<file path="src/rtl/capture_sched_if.sv">
// AXI-Stream link bundle shared by the capture_sched inputs and output.
interface capture_sched_if #(
    parameter int DATA_W = 256,
    parameter int USER_W = 128
) ();
    logic [DATA_W-1:0]   tdata;
    logic [DATA_W/8-1:0] tstrb;
    logic [USER_W-1:0]   tuser;
    logic                tvalid;
    logic                tready;
    logic                tlast;

    modport master (output tdata, tstrb, tuser, tvalid, tlast, input tready);
    modport slave  (input tdata, tstrb, tuser, tvalid, tlast, output tready);
endinterface

</file>
<file path="src/rtl/capture_sched.sv">
// Packet-granular weighted round-robin between forward (port 0) and capture (port 1) streams.
// Optional per-port forwarded-packet counters: define CAPTURE_SCHED_PKT_CNT_EN.
//
// state  | meaning
// IDLE   | no grant; arbitrate among valid inputs
// PKT0   | forwarding a port-0 packet
// PKT1   | forwarding a port-1 (capture) packet
// DRAIN1 | discarding a port-1 packet while capture is disabled
module capture_sched #(
    parameter int C_M_AXIS_DATA_WIDTH  = 256,
    parameter int C_M_AXIS_TUSER_WIDTH = 128,
    parameter int C_WEIGHT_WIDTH       = 8,
    parameter int C_CNT_WIDTH          = 32
) (
    input  logic                      axi_aclk,
    input  logic                      axi_reset,
    capture_sched_if.slave            s_axis_0,
    capture_sched_if.slave            s_axis_1,
    capture_sched_if.master           m_axis,
    input  logic                      cap_enable,
    input  logic [C_WEIGHT_WIDTH-1:0] weight,
    output logic [C_CNT_WIDTH-1:0]    drop_cnt
`ifdef CAPTURE_SCHED_PKT_CNT_EN
    ,
    output logic [C_CNT_WIDTH-1:0]    pkt_cnt_0,
    output logic [C_CNT_WIDTH-1:0]    pkt_cnt_1
`endif
);

    typedef enum logic [1:0] {IDLE, PKT0, PKT1, DRAIN1} state_t;

    state_t                        state;
    logic [C_WEIGHT_WIDTH-1:0]     credit;
    logic [C_WEIGHT_WIDTH-1:0]     eff_w;
    logic                          v0, v1, last0, last1;
    logic                          done0, done1;

    logic [C_M_AXIS_DATA_WIDTH-1:0]   data_mux;
    logic [C_M_AXIS_DATA_WIDTH/8-1:0] strb_mux;
    logic [C_M_AXIS_TUSER_WIDTH-1:0]  user_mux;
    logic                             valid_mux, last_mux, rdy0, rdy1;

    assign v0    = s_axis_0.tvalid;
    assign v1    = s_axis_1.tvalid;
    assign last0 = s_axis_0.tlast;
    assign last1 = s_axis_1.tlast;
    assign eff_w = (weight == '0) ? C_WEIGHT_WIDTH'(1) : weight;
    assign done0 = v0 & m_axis.tready & last0;
    assign done1 = v1 & m_axis.tready & last1;

    always_ff @(posedge axi_aclk) begin
        if (axi_reset) begin
            state    <= IDLE;
            credit   <= '0;
            drop_cnt <= '0;
`ifdef CAPTURE_SCHED_PKT_CNT_EN
            pkt_cnt_0 <= '0;
            pkt_cnt_1 <= '0;
`endif
        end else begin
            case (state)
                IDLE: begin
                    // credit saturates at eff_w; a credit left above a lowered weight still yields to port 1
                    if (v0 && (!v1 || credit < eff_w)) begin
                        state  <= PKT0;
                        credit <= (credit < eff_w) ? credit + C_WEIGHT_WIDTH'(1) : eff_w;
                    end else if (v1 && cap_enable) begin
                        state  <= PKT1;
                        credit <= '0;
                    end else if (v1) begin
                        state <= DRAIN1;
                    end
                end
                PKT0: begin
                    if (done0) begin
                        state <= IDLE;
`ifdef CAPTURE_SCHED_PKT_CNT_EN
                        if (pkt_cnt_0 != '1) pkt_cnt_0 <= pkt_cnt_0 + C_CNT_WIDTH'(1);
`endif
                    end
                end
                PKT1: begin
                    if (done1) begin
                        state <= IDLE;
`ifdef CAPTURE_SCHED_PKT_CNT_EN
                        if (pkt_cnt_1 != '1) pkt_cnt_1 <= pkt_cnt_1 + C_CNT_WIDTH'(1);
`endif
                    end
                end
                DRAIN1: begin
                    if (v1 && last1) begin
                        state <= IDLE;
                        if (drop_cnt != '1) drop_cnt <= drop_cnt + C_CNT_WIDTH'(1);
                    end
                end
                default: state <= IDLE;
            endcase
        end
    end

    // Pass-through is combinational so a granted packet streams at full rate.
    always_comb begin
        data_mux  = s_axis_0.tdata;
        strb_mux  = s_axis_0.tstrb;
        user_mux  = s_axis_0.tuser;
        valid_mux = 1'b0;
        last_mux  = 1'b0;
        rdy0      = 1'b0;
        rdy1      = 1'b0;
        case (state)
            PKT0: begin
                valid_mux = v0;
                last_mux  = last0;
                rdy0      = m_axis.tready;
            end
            PKT1: begin
                data_mux  = s_axis_1.tdata;
                strb_mux  = s_axis_1.tstrb;
                user_mux  = s_axis_1.tuser;
                valid_mux = v1;
                last_mux  = last1;
                rdy1      = m_axis.tready;
            end
            DRAIN1: rdy1 = 1'b1;
            default: ;
        endcase
    end

    assign m_axis.tdata    = data_mux;
    assign m_axis.tstrb    = strb_mux;
    assign m_axis.tuser    = user_mux;
    assign m_axis.tvalid   = valid_mux;
    assign m_axis.tlast    = last_mux;
    assign s_axis_0.tready = rdy0;
    assign s_axis_1.tready = rdy1;

endmodule
</file>
<file path="src/flat_wrapper.sv">
// flat-port wrapper written by rule: the top's interface ports become plain ports
module capture_sched_flat 
#(
    parameter int C_M_AXIS_DATA_WIDTH  = 256,
    parameter int C_M_AXIS_TUSER_WIDTH = 128,
    parameter int C_WEIGHT_WIDTH       = 8,
    parameter int C_CNT_WIDTH          = 32
)
  (axi_aclk, axi_reset, cap_enable, weight, drop_cnt, s_axis_0_tdata, s_axis_0_tstrb, s_axis_0_tuser, s_axis_0_tvalid, s_axis_0_tlast, s_axis_0_tready, s_axis_1_tdata, s_axis_1_tstrb, s_axis_1_tuser, s_axis_1_tvalid, s_axis_1_tlast, s_axis_1_tready, m_axis_tdata, m_axis_tstrb, m_axis_tuser, m_axis_tvalid, m_axis_tlast, m_axis_tready);
  capture_sched_if s_axis_0_i ();
  capture_sched_if s_axis_1_i ();
  capture_sched_if m_axis_i ();
  input  logic axi_aclk;
  input  logic axi_reset;
  input  logic cap_enable;
  input  logic [C_WEIGHT_WIDTH-1:0] weight;
  output logic [C_CNT_WIDTH-1:0] drop_cnt;
  input wire logic [$bits(s_axis_0_i.tdata)-1:0] s_axis_0_tdata;
  input wire logic [$bits(s_axis_0_i.tstrb)-1:0] s_axis_0_tstrb;
  input wire logic [$bits(s_axis_0_i.tuser)-1:0] s_axis_0_tuser;
  input wire logic [$bits(s_axis_0_i.tvalid)-1:0] s_axis_0_tvalid;
  input wire logic [$bits(s_axis_0_i.tlast)-1:0] s_axis_0_tlast;
  output wire logic [$bits(s_axis_0_i.tready)-1:0] s_axis_0_tready;
  input wire logic [$bits(s_axis_1_i.tdata)-1:0] s_axis_1_tdata;
  input wire logic [$bits(s_axis_1_i.tstrb)-1:0] s_axis_1_tstrb;
  input wire logic [$bits(s_axis_1_i.tuser)-1:0] s_axis_1_tuser;
  input wire logic [$bits(s_axis_1_i.tvalid)-1:0] s_axis_1_tvalid;
  input wire logic [$bits(s_axis_1_i.tlast)-1:0] s_axis_1_tlast;
  output wire logic [$bits(s_axis_1_i.tready)-1:0] s_axis_1_tready;
  output wire logic [$bits(m_axis_i.tdata)-1:0] m_axis_tdata;
  output wire logic [$bits(m_axis_i.tstrb)-1:0] m_axis_tstrb;
  output wire logic [$bits(m_axis_i.tuser)-1:0] m_axis_tuser;
  output wire logic [$bits(m_axis_i.tvalid)-1:0] m_axis_tvalid;
  output wire logic [$bits(m_axis_i.tlast)-1:0] m_axis_tlast;
  input wire logic [$bits(m_axis_i.tready)-1:0] m_axis_tready;
  assign s_axis_0_i.tdata = s_axis_0_tdata;
  assign s_axis_0_i.tstrb = s_axis_0_tstrb;
  assign s_axis_0_i.tuser = s_axis_0_tuser;
  assign s_axis_0_i.tvalid = s_axis_0_tvalid;
  assign s_axis_0_i.tlast = s_axis_0_tlast;
  assign s_axis_0_tready = s_axis_0_i.tready;
  assign s_axis_1_i.tdata = s_axis_1_tdata;
  assign s_axis_1_i.tstrb = s_axis_1_tstrb;
  assign s_axis_1_i.tuser = s_axis_1_tuser;
  assign s_axis_1_i.tvalid = s_axis_1_tvalid;
  assign s_axis_1_i.tlast = s_axis_1_tlast;
  assign s_axis_1_tready = s_axis_1_i.tready;
  assign m_axis_tdata = m_axis_i.tdata;
  assign m_axis_tstrb = m_axis_i.tstrb;
  assign m_axis_tuser = m_axis_i.tuser;
  assign m_axis_tvalid = m_axis_i.tvalid;
  assign m_axis_tlast = m_axis_i.tlast;
  assign m_axis_i.tready = m_axis_tready;
  capture_sched #(.C_M_AXIS_DATA_WIDTH(C_M_AXIS_DATA_WIDTH), .C_M_AXIS_TUSER_WIDTH(C_M_AXIS_TUSER_WIDTH), .C_WEIGHT_WIDTH(C_WEIGHT_WIDTH), .C_CNT_WIDTH(C_CNT_WIDTH)) u_core (.axi_aclk(axi_aclk), .axi_reset(axi_reset), .s_axis_0(s_axis_0_i), .s_axis_1(s_axis_1_i), .m_axis(m_axis_i), .cap_enable(cap_enable), .weight(weight), .drop_cnt(drop_cnt));
endmodule
</file>
<file path="config.mk">
export PLATFORM = sky130hd
export DESIGN_NAME = capture_sched_flat
export DESIGN_NICKNAME = d
export VERILOG_FILES = /design/src/rtl/capture_sched_if.sv /design/src/rtl/capture_sched.sv /design/src/flat_wrapper.sv
export SDC_FILE = /design/constraint.sdc
export NUM_CORES = 1
export LEC_CHECK = 0
export ABC_CLOCK_PERIOD_IN_PS = 3100
export CAP_MARGIN = 20
export CORE_AREA = 3 3 510 512
export DETAILED_ROUTE_END_ITERATION = 10
export DIE_AREA = 0 0 513 515
export DONT_BUFFER_PORTS = 1
export REMOVE_ABC_BUFFERS = 1
export SLEW_MARGIN = 20
export SYNTH_ARGS = -nofsm -noshare
export SYNTH_HDL_FRONTEND = slang
export SYNTH_SLANG_ARGS = --single-unit
export TNS_END_PERCENT = 1
</file>
<file path="constraint.sdc">
create_clock -name axi_aclk -period 3.1 [get_ports axi_aclk]
set_clock_uncertainty 0.05 [all_clocks]
set_input_delay 0.62 -clock axi_aclk [delete_from_list [all_inputs] [get_ports axi_aclk]]
set_output_delay 0.62 -clock axi_aclk [all_outputs]
set_load 0.01 [all_outputs]
</file>
==> results list, run 1 <==
* Least-Margin Pin Slew: 0.635 ns
* Via count of the first global-routing pass: 8284
- Max IR drop VDD: 0.000279 V
- Area of the mapped netlist: 7510 sq um
- Post-Syn Instances: 788
- Clock Sinks: 42
* Pre-antenna DRT Iters: 6
* H-tree depth reported by CTS: 2
- The root buffer cell chosen for the clock tree is clkbuf_16.
- Die height: 515 um
- Detail Route Antenna Nets: 0
* Initial antenna violation count: 497
- Count of yosys warnings during synthesis: 0
- Final hold analysis gives a worst-case slack of 0.355 ns.
- Max-capacitance violation count: 0
* Avg Vias per Cell: 2.46
- Counting flops with a built-in enable in the synthesized netlist gives 0.
- Headroom to the max-slew limit came out at 57.7%.
- The HPWL after detailed placement is 238 mm.
- Entering global routing, the biggest net connects 73 pins.
- Number of nets in the finished design: 1643
- The worst setup path is of the reg -> out kind.
- Critical path launch point: u_core.state[0]$_SDFFE_PP0P_
- Number of placement rows: 186
- Aggregate global-route resource usage: 17.8%
- The die is 513 um wide.
- TritonCTS built the clock tree.
- The congestion estimate from routability-driven global placement came to 1.29.
* Total of fill cells in the finished design: 30300
- Share of the synthesized area in the top cell type: 62.9%
- The path class of the tightest hold or removal check is in -> reg.
* Boundary Pins: 1300
* Synth-to-Final Area Change: 74.1%
* Detail-routed net length per standard cell: 54.9 um
- The number of hold buffers added after CTS was 0.
* Post-synthesis area per instance: 9.53 sq um
- In this run the post-CTS setup repair buffer count came out at 0.
- Most used DFF post-synth: dfxtp_1
- Initial Utilization: 2.93%
* RSZ-0062 raised after global routing: no
* Number of library cell types mapped by synthesis: 53
* Global-route wire length before repair: 263 mm
- CTS buffer count: 5
- Crit-path max FO: 22
- Signal arrival time at the worst endpoint: 2.29 ns
* Total detailed-routing wirelength: 246 mm
* Cells taking the most area after synthesis: mux2_2, dfxtp_1, clkbuf_1
* Final core utilization: 5.10%
- The worst hold path begins at axi_reset.
- LEAKAGE: 2.77 nW
- Startpoint Class: flop
* Fmax achieved: 0.338 GHz
* R2R Path Start: u_core.drop_cnt[3]$_SDFFE_PP0P_
- The flow ran to the end, and the final reports show no timing, DRC or antenna violations.
- Cells with a size suffix above 1 make up 62.6% of the layout.
- P per Cell Area: 312 nW/um^2
- Detailed-route DRC error count: 0
* Kind of end point of the critical path: output port
* Required time of the critical path: 2.43 ns
- Sequential-to-total area share from yosys stat: 11.2%
* Share of synthesized registers carrying an async set or reset: 0%
* Core area: 256000 sq um
- Setup violations remaining at the end of the flow were counted as 0.
- Of all cell types, the one taking the most synthesized area is mux2_2.
- After layout, the minimum clock period comes to 2.96 ns.
- The clock reaches the later pin of the worst-skew pair after 0.32 ns.
* DIE AREA: 264000 sq um
* Pins Over Slew Limit: 0
- In this run the tool buffered the top-level ports with 0 buffer cells.
- Max Root-Sink Buffers: 2
- The total overflow left after global routing is 0.
- Count of routing violations after the opening detailed-route iteration: 1250
- After synthesis the netlist holds a flip-flop and latch count of 42.
- Worst-path clk slew: 0.07 ns
* Total number of vias: 11100
- Final Cycle Share: 95.5%
* Final hold vios: 0
-- cell families after synthesis --
group / count (synthesis) / synth area share, %
AOI/OAI and AO/OA: 78 / 7.02
xor gates and xnor gates: 10 / 1.17
adders and majority gates: 13 / 2.17
buffers and inverters: 79 / 4.07
DFF: 42 / 11.2
muxes: 420 / 63.0
and+or+nand+nor: 146 / 11.4
-- routing by layer --
layer / global-route usage, % / routed length [um] / vias to the layer above
li1: - / - / 3370
met1: 13.8 / 67400 / 4732
met2: 29.5 / 119000 / 1780
met3: 17.2 / 48700 / 876
met4: 7.97 / 9120 / 296
met5: 1.15 / 2290 / -
-- per-stage QoR --
step	total power, mW	instances	cell area [sq um]	setup slack [ns]	TNS (ns)
after floorplan	2.38	726	7270	-8.92	-3752.93
after global placement	3.41	4159	12100	-0.105	-0.105
after detailed placement	3.44	4159	12100	-0.0728	-0.0728
after CTS	4.14	4167	12300	0.00104	0
after global routing	4.16	4429	12900	0.0165	0
final	4.07	4488	13100	0.141	0
-- synth_stat cells (7+ instances only) --
library cell	instances
buf_2	7
nand3_1	22
clkbuf_1	54
o31ai_1	8
inv_1	17
a21oi_1	25
nand2_1	25
o21ai_0	15
nand4_1	16
and4_1	7
or4_1	13
ha_1	13
dfxtp_1	42
or3_1	12
nor2_1	15
mux2_2	419
-- flip-flops by register name, indices dropped and copies added, names as in the netlist --
signal	flops
u_core.credit	8
u_core.drop_cnt	32
u_core.state	2
-- worst max-delay path: stages, from the launching register on --
cell,delay (ns)
dfxtp_1,0.34
inv_1,0.17
ha_4,0.32
buf_12,0.28
buf_6,0.26
mux2_2,0.49
-- final timing paths --
path,end,slack [ns],depth (start not counted)
min reg2reg,u_core.credit[7]$_SDFFE_PP0P_,0.48,2
max,m_axis_tstrb[29],0.14,5
max reg2reg,u_core.drop_cnt[9]$_SDFFE_PP0P_,0.50,5
min,u_core.drop_cnt[27]$_SDFFE_PP0P_,0.35,1
-- cell type report --
| cell class | count | area [sq um] | share of cell area [%] |
|---|---|---|---|
| multi-input cells | 667 | 6390 | 48.9 |
| clock inverters | 2 | 37.5 | 0.287 |
| well taps | 3384 | 4230 | 32.4 |
| flip-flops and latches | 42 | 841 | 6.43 |
| clock buffers | 6 | 129 | 0.986 |
| diodes | 321 | 803 | 6.14 |
| inverters | 17 | 63.8 | 0.488 |
| repair buffers | 49 | 576 | 4.40 |
-- repair_timing --
item,CTS,global route
endpoints found under the setup margin,3,1
pin swaps,0,0
cloned,0,0
gates resized for setup,5,1
-- cell usage in the layout (no fill, tap or decap), types with 5 or more instances in the layout --
cell / instances
buf_12: 16
nor3_1: 6
and4_1: 7
inv_1: 17
mux2_2: 419
ha_1: 12
nor2_1: 15
buf_4: 31
o31ai_1: 8
a21oi_1: 25
xnor2_1: 6
clkbuf_16: 5
nand4_1: 16
or4_1: 13
or3_1: 12
nand2_1: 25
o21ai_0: 15
nand3_1: 22
dfxtp_1: 42
diode_2: 321
nor4b_1: 6
-- where the power goes --
part	switching (mW)	internal (mW)	total (mW)
logic	1.98	0.873	2.85
registers	0.0167	0.549	0.566
clock network	0.276	0.382	0.658
total	2.27	1.80	4.07
Note: power is estimated with default switching activity, not from simulation.
==> run 2, diff against run 1 <==
--- a/config.mk
+++ b/config.mk
@@ -11,7 +11,6 @@
 export DETAILED_ROUTE_END_ITERATION = 10
 export DIE_AREA = 0 0 513 515
 export DONT_BUFFER_PORTS = 1
-export REMOVE_ABC_BUFFERS = 1
 export SLEW_MARGIN = 20
 export SYNTH_ARGS = -nofsm -noshare
 export SYNTH_HDL_FRONTEND = slang
==> results list, run 2 (synthesized netlist as in run 1, its figures left out) <==
- For the worst setup path, the data required time is 2.43 ns.
- When the netlist entered floorplanning its net count stood at 1649.
- The worst setup path is captured at an output port.
- The count of buffers added on input and output ports is 0.
* Registers with the most flip-flops: u_core.drop_cnt: 32 flops, u_core.credit: 8 flops, u_core.state: 2 flops
* Max-capacitance violation count: 0
* Outcome: finished, final reports clean
* Startpoint Class: flop
* LEAKAGE: 2.64 nW
- Relative slew slack: 52.6%
* Final Cycle Share: 95.8%
- Dividing the detail-routed wire length by the instance count gives 54.1 um.
* P per Cell Area: 331 nW/um^2
* Highest-count cells in the layout ignoring fill and taps: mux2_2, dfxtp_1, nand2_1, a21oi_1
- TritonCTS created 5 clock buffers.
* Register bank with the most flops: u_core.drop_cnt
* Clock latency on the worst-skew pair: 0.32 ns
- Fmax achieved: 0.337 GHz
- Fraction of final layout cells sized beyond drive strength 1: 61.6%
- Number of placement rows: 186
- The number of hold buffers added after CTS was 0.
* Sum of overflow across all layers after global routing: 0
- Signal arrival time at the worst endpoint: 2.30 ns
- In the global route stage, met3 resource usage came out at 15.3%.
- Reg power frac: 13.7%
- Max Root-Sink Buffers: 2
- CTS tree: done
* Aggregate global-route resource usage: 16.8%
- Max reg flops: 32
- Count of instances resized after the clock tree is built: 0
* Multi-input logic area: 6370 sq um
- The total area inside the core boundary comes to 256000 sq um.
* Most Crowded Layer GR: met2
- For this run, global-route usage on met2 was measured as 26.4%.
- After legalization and detailed placement, the total HPWL measured 226 mm.
- Setup Crit Path Kind: reg -> out
- Met1 usage in global routing: 16.6%
- Summing over every cut layer, the via total after detailed routing is 10400.
* Placement Cell Area: 11900 sq um
* Total of fill cells in the finished design: 30300
- The die covers 264000 sq um.
- Total setup buffers inserted after CTS: 0
* Global placement routability congestion: 1.13
- From synthesis to final layout, the design area changed by 65.7%.
- Dividing the detail-routed via count by the number of cells gives 2.41.
- Final hold vios: 0
* Die height: 515 um
- The initial utilization of the core area, before any placement, comes to 2.93%.
- Of all nets on the critical path, the largest fanout is 20.
- Worst-path clk slew: 0.08 ns
- For the final routed database, the setup TNS stands at 0 ns.
- Final count of negative-setup-slack endpoints: 0
* Max IR drop VDD: 0.000192 V
- Combinational logic burns 71.5% of the power.
- Summed over all nets, the switching power comes to 2.42 mW.
* Pins Over Slew Limit: 0
- The finished cells cover 12400 sq um.
* Pin count of the biggest net entering global routing: 75
* Global-route wire length before repair: 251 mm
- H-tree depth reported by CTS: 2
- Library cell used as clock root buffer: clkbuf_16
- The number of antenna violations at the first check in global routing was 503.
- Summing all flip-flop and latch instances after layout gives 841 sq um.
- Setup repair after global routing left no endpoint under its margin.
- After detailed routing, the number of remaining DRC violations is 0.
- Most common cell after layout, fill and taps aside: mux2_2
- Detail Route Antenna Nets: 0
- Number of nets in the finished design: 1626
* Total detailed-routing wirelength: 233 mm
* Clk network pwr share: 14.8%
- Counting every sink on the clock net gives 42.
- Path class of the lowest-slack min-delay path: in -> reg
- Switching fraction of total power: 58.8%
- Pre-antenna DRT Iters: 5
- Least-Margin Pin Slew: 0.710 ns
- Boundary Pins: 1300
* Count of routing violations after the opening detailed-route iteration: 1008
- Subtracting the final worst setup slack from the clock period gives 2.97 ns.
- The die is 513 um wide.
- Internal power comes to 1.70 mW.
- The number of global-route vias before repair came to 8195.
## run 2: cell count changes in the layout (fill, tap and decap cells not counted)
cell	previous run	this run
diode_2	321	165
buf_4	31	22
buf_12	16	10
buf_6	2	0
nor2b_1	3	5
nor2b_4	2	0
bufinv_16	1	0
clkbuf_1	1	0
clkinvlp_4	1	2
inv_6	0	1
## run 2: critical path, cell delays in order (launching register included)
cell,delay (ns)
dfxtp_1,0.33
inv_1,0.14
ha_4,0.29
buf_12,0.19
buf_4,0.43
mux2_2,0.53
## run 2: per-layer routing
| metal | wire length, um | vias to the layer above | part of all wire, % |
|---|---|---|---|
| met5 | 2440 | - | 1.0 |
| li1 | - | 3153 | - |
| met3 | 45600 | 892 | 20 |
| met2 | 102000 | 1617 | 44 |
| met4 | 6410 | 350 | 2.7 |
| met1 | 77200 | 4398 | 33 |
## run 2: power groups by stage
stage / combinational (mW) / clock (mW) / sequential (mW)
3_3_place_gp: 3.00 / 0 / 0.576
4_1_cts: 3.02 / 0.640 / 0.563
2_1_floorplan: 1.48 / 0 / 0.571
5_1_grt: 2.99 / 0.651 / 0.566
3_5_place_dp: 3.00 / 0 / 0.576
6_report: 2.94 / 0.611 / 0.563
## run 2: metrics by stage
step / hold WS, ns / setup slack [ns] / util, % / cells / total power [mW]
after global routing: 0.293 / 0.0138 / 4.76 / 4216 / 4.21
after detailed placement: 0.469 / 0.414 / 4.64 / 4142 / 3.58
after floorplan: 0.419 / 0.638 / - / 788 / 2.05
after global placement: 0.468 / 0.428 / 4.64 / 4142 / 3.57
after CTS: 0.287 / 0.0495 / 4.69 / 4150 / 4.22
final: 0.310 / 0.130 / 4.85 / 4315 / 4.12
## run 2: path summary, 6_finish.rpt
check | from | to | slack, ns | cells after the start
worst max-delay path | u_core.state[0]$_SDFFE_PP0P_ | m_axis_tuser[6] | 0.13 | 5
worst min-delay path | axi_reset | u_core.drop_cnt[16]$_SDFFE_PP0P_ | 0.31 | 1
worst max register to register | u_core.drop_cnt[0]$_SDFFE_PP0P_ | u_core.drop_cnt[9]$_SDFFE_PP0P_ | 0.51 | 6
worst min register to register | u_core.credit[7]$_SDFFE_PP0P_ | u_core.credit[7]$_SDFFE_PP0P_ | 0.47 | 2
## run 2: final cells by class
type	count	area share [%]
clock inverters	3	0.191
multi-input cells	667	51.2
repair buffers	32	2.94
well taps	3384	34.0
diodes	165	3.32
flip-flops and latches	42	6.76
inverters	17	0.513
clock buffers	5	1.01
==> run 3, diff against run 2 <==
--- a/config.mk
+++ b/config.mk
@@ -5,11 +5,12 @@
 export SDC_FILE = /design/constraint.sdc
 export NUM_CORES = 1
 export LEC_CHECK = 0
+export ABC_AREA = 1
 export ABC_CLOCK_PERIOD_IN_PS = 3100
 export CAP_MARGIN = 20
-export CORE_AREA = 3 3 510 512
+export CORE_AREA = 3 3 505 507
 export DETAILED_ROUTE_END_ITERATION = 10
-export DIE_AREA = 0 0 513 515
+export DIE_AREA = 0 0 508 510
 export DONT_BUFFER_PORTS = 1
 export SLEW_MARGIN = 20
 export SYNTH_ARGS = -nofsm -noshare
==> results list, run 3 <==
* Kind of end point of the critical path: output port
- Across the run, the number of max-cap violations was 0.
- Register bank with the most flops: u_core.drop_cnt
- The first detailed-routing pass took 11 iterations.
* Signal arrival time at the worst endpoint: 2.40 ns
- Final Cycle Share: 99.2%
- Violated checks: DRC
* Horiz. Die Dim: 508 um
- In this design, the critical path's most frequently occurring cell is buf_12.
* Path class of the lowest-slack min-delay path: in -> reg
* Count of yosys warnings during synthesis: 0
* Avg Vias per Cell: 2.73
- CTS buffer count: 5
* Clock Sinks: 42
* Post-Syn Instances: 1769
* P per Cell Area: 681 nW/um^2
* Required time of the critical path: 2.43 ns
- Hold timing on the final database bottoms out at a slack of 0.411 ns.
* Most used DFF post-synth: dfxtp_1
* Total detailed-routing wirelength: 245 mm
* Combinational Power Share: 90.9%
* Share of synthesized registers carrying an async set or reset: 0%
- The cell sitting at the root of the clock tree is a clkbuf_16.
- Fmax achieved: 0.325 GHz
- The floorplan has 184 rows.
* DIE AREA: 259000 sq um
- Initial antenna violation count: 403
- Final design instance area without fill: 17900 sq um
* Registers with the most flip-flops: u_core.drop_cnt: 32 flops, u_core.credit: 8 flops, u_core.state: 2 flops
* Crit-path max FO: 43
* Detail-routed net length per standard cell: 44.8 um
- Aggregate global-route resource usage: 17.9%
* Detail Route Antenna Nets: 0
- Pins Over Slew Limit: 0
* Switching fraction of total power: 58.8%
* Startpoint Class: flop
- Counting distinct cell types in the post-synthesis netlist gives 32.
- Least-Margin Pin Slew: 0.753 ns
- Mapped Nets: 2630
- Global routing finished with a remaining overflow of 0.
- Switching pwr: 7.17 mW
* Pin count of the biggest net entering global routing: 84
- Cells taking the most area after synthesis: nand2_1, dfxtp_1, clkbuf_1
- In the final design database the tool counted 2849 nets.
- For flop-to-flop paths, the worst setup slack is 0.36 ns.
- CTS built an H-tree with a depth of 2.
* Relative slew slack: 49.7%
* Highest-count cells in the layout ignoring fill and taps: nand2_1, buf_12, buf_4
* Final min period: 3.07 ns
* Clock latency on the worst-skew pair: 0.29 ns
- Cells with a size suffix above 1 make up 17.6% of the layout.
- The total area inside the core boundary comes to 251000 sq um.
- The internal power of the cells totals 5.02 mW.
* Setup_tns: 0 ns
- The run finished, with violations left.
- The wire-length estimate of the detail-placed layout is 234 mm.
* Initial Utilization: 3.12%
- The library cell used most frequently in the layout, excluding fill and tap cells, is nand2_1.
- Die height: 510 um
- Reg power frac: 4.7%
- Summed over all instances, the cell type with the most area after synthesis is nand2_1.
* Via count of the first global-routing pass: 12100
- A synthesized cell averages 4.43 sq um.
- Final count of negative-setup-slack endpoints: 0
* Boundary Pins: 1300
- Post-placement worst setup slack: 0.336 ns
* Post-route worst setup slack: 0.0260 ns
* Global-route wire length before repair: 268 mm
- The congestion estimate from routability-driven global placement came to 1.18.
- Top cells by instance count after synthesis: nand2_1, clkbuf_1, inv_1
* # hold bufs at CTS: 0
- Placement Cell Area: 17400 sq um
- Final hold vios: 0
* Port Buf Inserts: 0
- Setup repair after global routing left no endpoint under its margin.
* Count of routing violations after the opening detailed-route iteration: 1793
- From synthesis to final layout, the design area changed by 129%.
- Library cell with the highest instance count after synthesis: nand2_1
- The cell area that synthesis handed to floorplanning was 7830 sq um.
- Max reg flops: 32
- Per report_power, the clock group accounts for 4.3% of the total.
- In this design, the stage delay of the slowest critical-path cell is 0.37 ns.
- For this design the static power due to leakage is 7.42 nW.
* Detailed-route DRC error count: 65
- VDD sags by at most 0.000297 V.
* Max Root-Sink Buffers: 2
- Flip-flop and latch count after synthesis: 42
- For this design, the slowest cell found on the critical path is dfxtp_1.
- The cell family contributing the most delay on the critical path is buffers and inverters.
* Sequential-to-total area share from yosys stat: 10.7%
* Worst-path clk slew: 0.07 ns
- Number of synthesized flops with an enable pin: 0
* CTS tree: done
- Setup Crit Path Kind: reg -> out
- Combined buffer and inverter count along the critical path: 5
* Share of the synthesized area in the top cell type: 66.0%
* Critical path, cell by cell: inv_1, ha_4, inv_16, buf_12, buf_12, nand2_1, nand2_1, buf_12
- The final route contains 14900 vias.
## run 3: final cells by class
| cell class | count | area (sq um) |
|---|---|---|
| Inverter | 51 | 208 |
| Multi-Input combinational cell | 1574 | 6410 |
| Timing Repair Buffer | 314 | 5750 |
| Antenna cell | 143 | 358 |
| Clock inverter | 2 | 13.8 |
| Fill cell | 29700 | 233000 |
| Sequential cell | 42 | 841 |
| Clock buffer | 6 | 129 |
| Tap cell | 3348 | 4190 |
## run 3: logic make-up (layout without fill, tap and decap cells)
logic type / Yosys count / in the layout / synth area share, %
compound gates: 66 / 66 / 4.35
simple gates: 1473 / 1473 / 72.8
xor+xnor: 22 / 22 / 2.46
other cells: 0 / 143 / 0
flops: 42 / 42 / 10.7
buf+inv: 153 / 373 / 7.59
fa+ha+maj: 13 / 13 / 2.08
## run 3: metrics by stage
stage	power, mW	std cells	utilization, %
floorplan	3.54	1769	-
global placement	12.1	5329	6.93
detailed placement	12.1	5329	6.93
CTS	12.7	5337	6.98
global route	12.8	5419	7.07
finish	12.2	5480	7.13
## run 3: final timing paths
| path | start | end | cells past startpoint |
|---|---|---|---|
| min reg2reg | u_core.credit[7]$_SDFFE_PP0P_ | u_core.credit[7]$_SDFFE_PP0P_ | 2 |
| min | axi_reset | u_core.credit[3]$_SDFFE_PP0P_ | 1 |
| max reg2reg | u_core.drop_cnt[24]$_SDFFE_PP0P_ | u_core.drop_cnt[24]$_SDFFE_PP0P_ | 11 |
| max | u_core.state[0]$_SDFFE_PP0P_ | m_axis_tstrb[16] | 8 |
## run 3: power by group through the flow
stage	clock network [mW]	logic, mW	registers (mW)
finish	0.528	11.1	0.577
global route	0.554	11.7	0.579
CTS	0.534	11.6	0.576
detailed placement	0	11.5	0.589
global placement	0	11.5	0.586
floorplan	0	2.96	0.584
## run 3: routing by layer
metal  vias to the layer above  global-route usage [%]  wire (um)
met5                         -                    1.46       2490
met2                      1665                    27.0     104000
li1                       5977                       -          -
met1                      6272                    17.0      79400
met4                       300                    6.73      11100
met3                       724                    16.7      48600
## run 3: worst reg2reg max path, stage by stage, from the launching register on
cell     delay [ns]
dfxtp_1        0.72
inv_1          0.14
nor3_1         0.22
nand2_1        0.10
nor3_2         0.10
nand4_1        0.11
nand2_2        0.37
inv_2          0.31
nand2_2        0.20
nor2_2         0.07
a21oi_1        0.18
nor3_2         0.05
## run 3: timing repair
action,4_1_cts,5_1_grt
resized for setup,0,5
buffers inserted,0,0
hold endpoints to repair,0,0
setup endpoints to repair,0,6
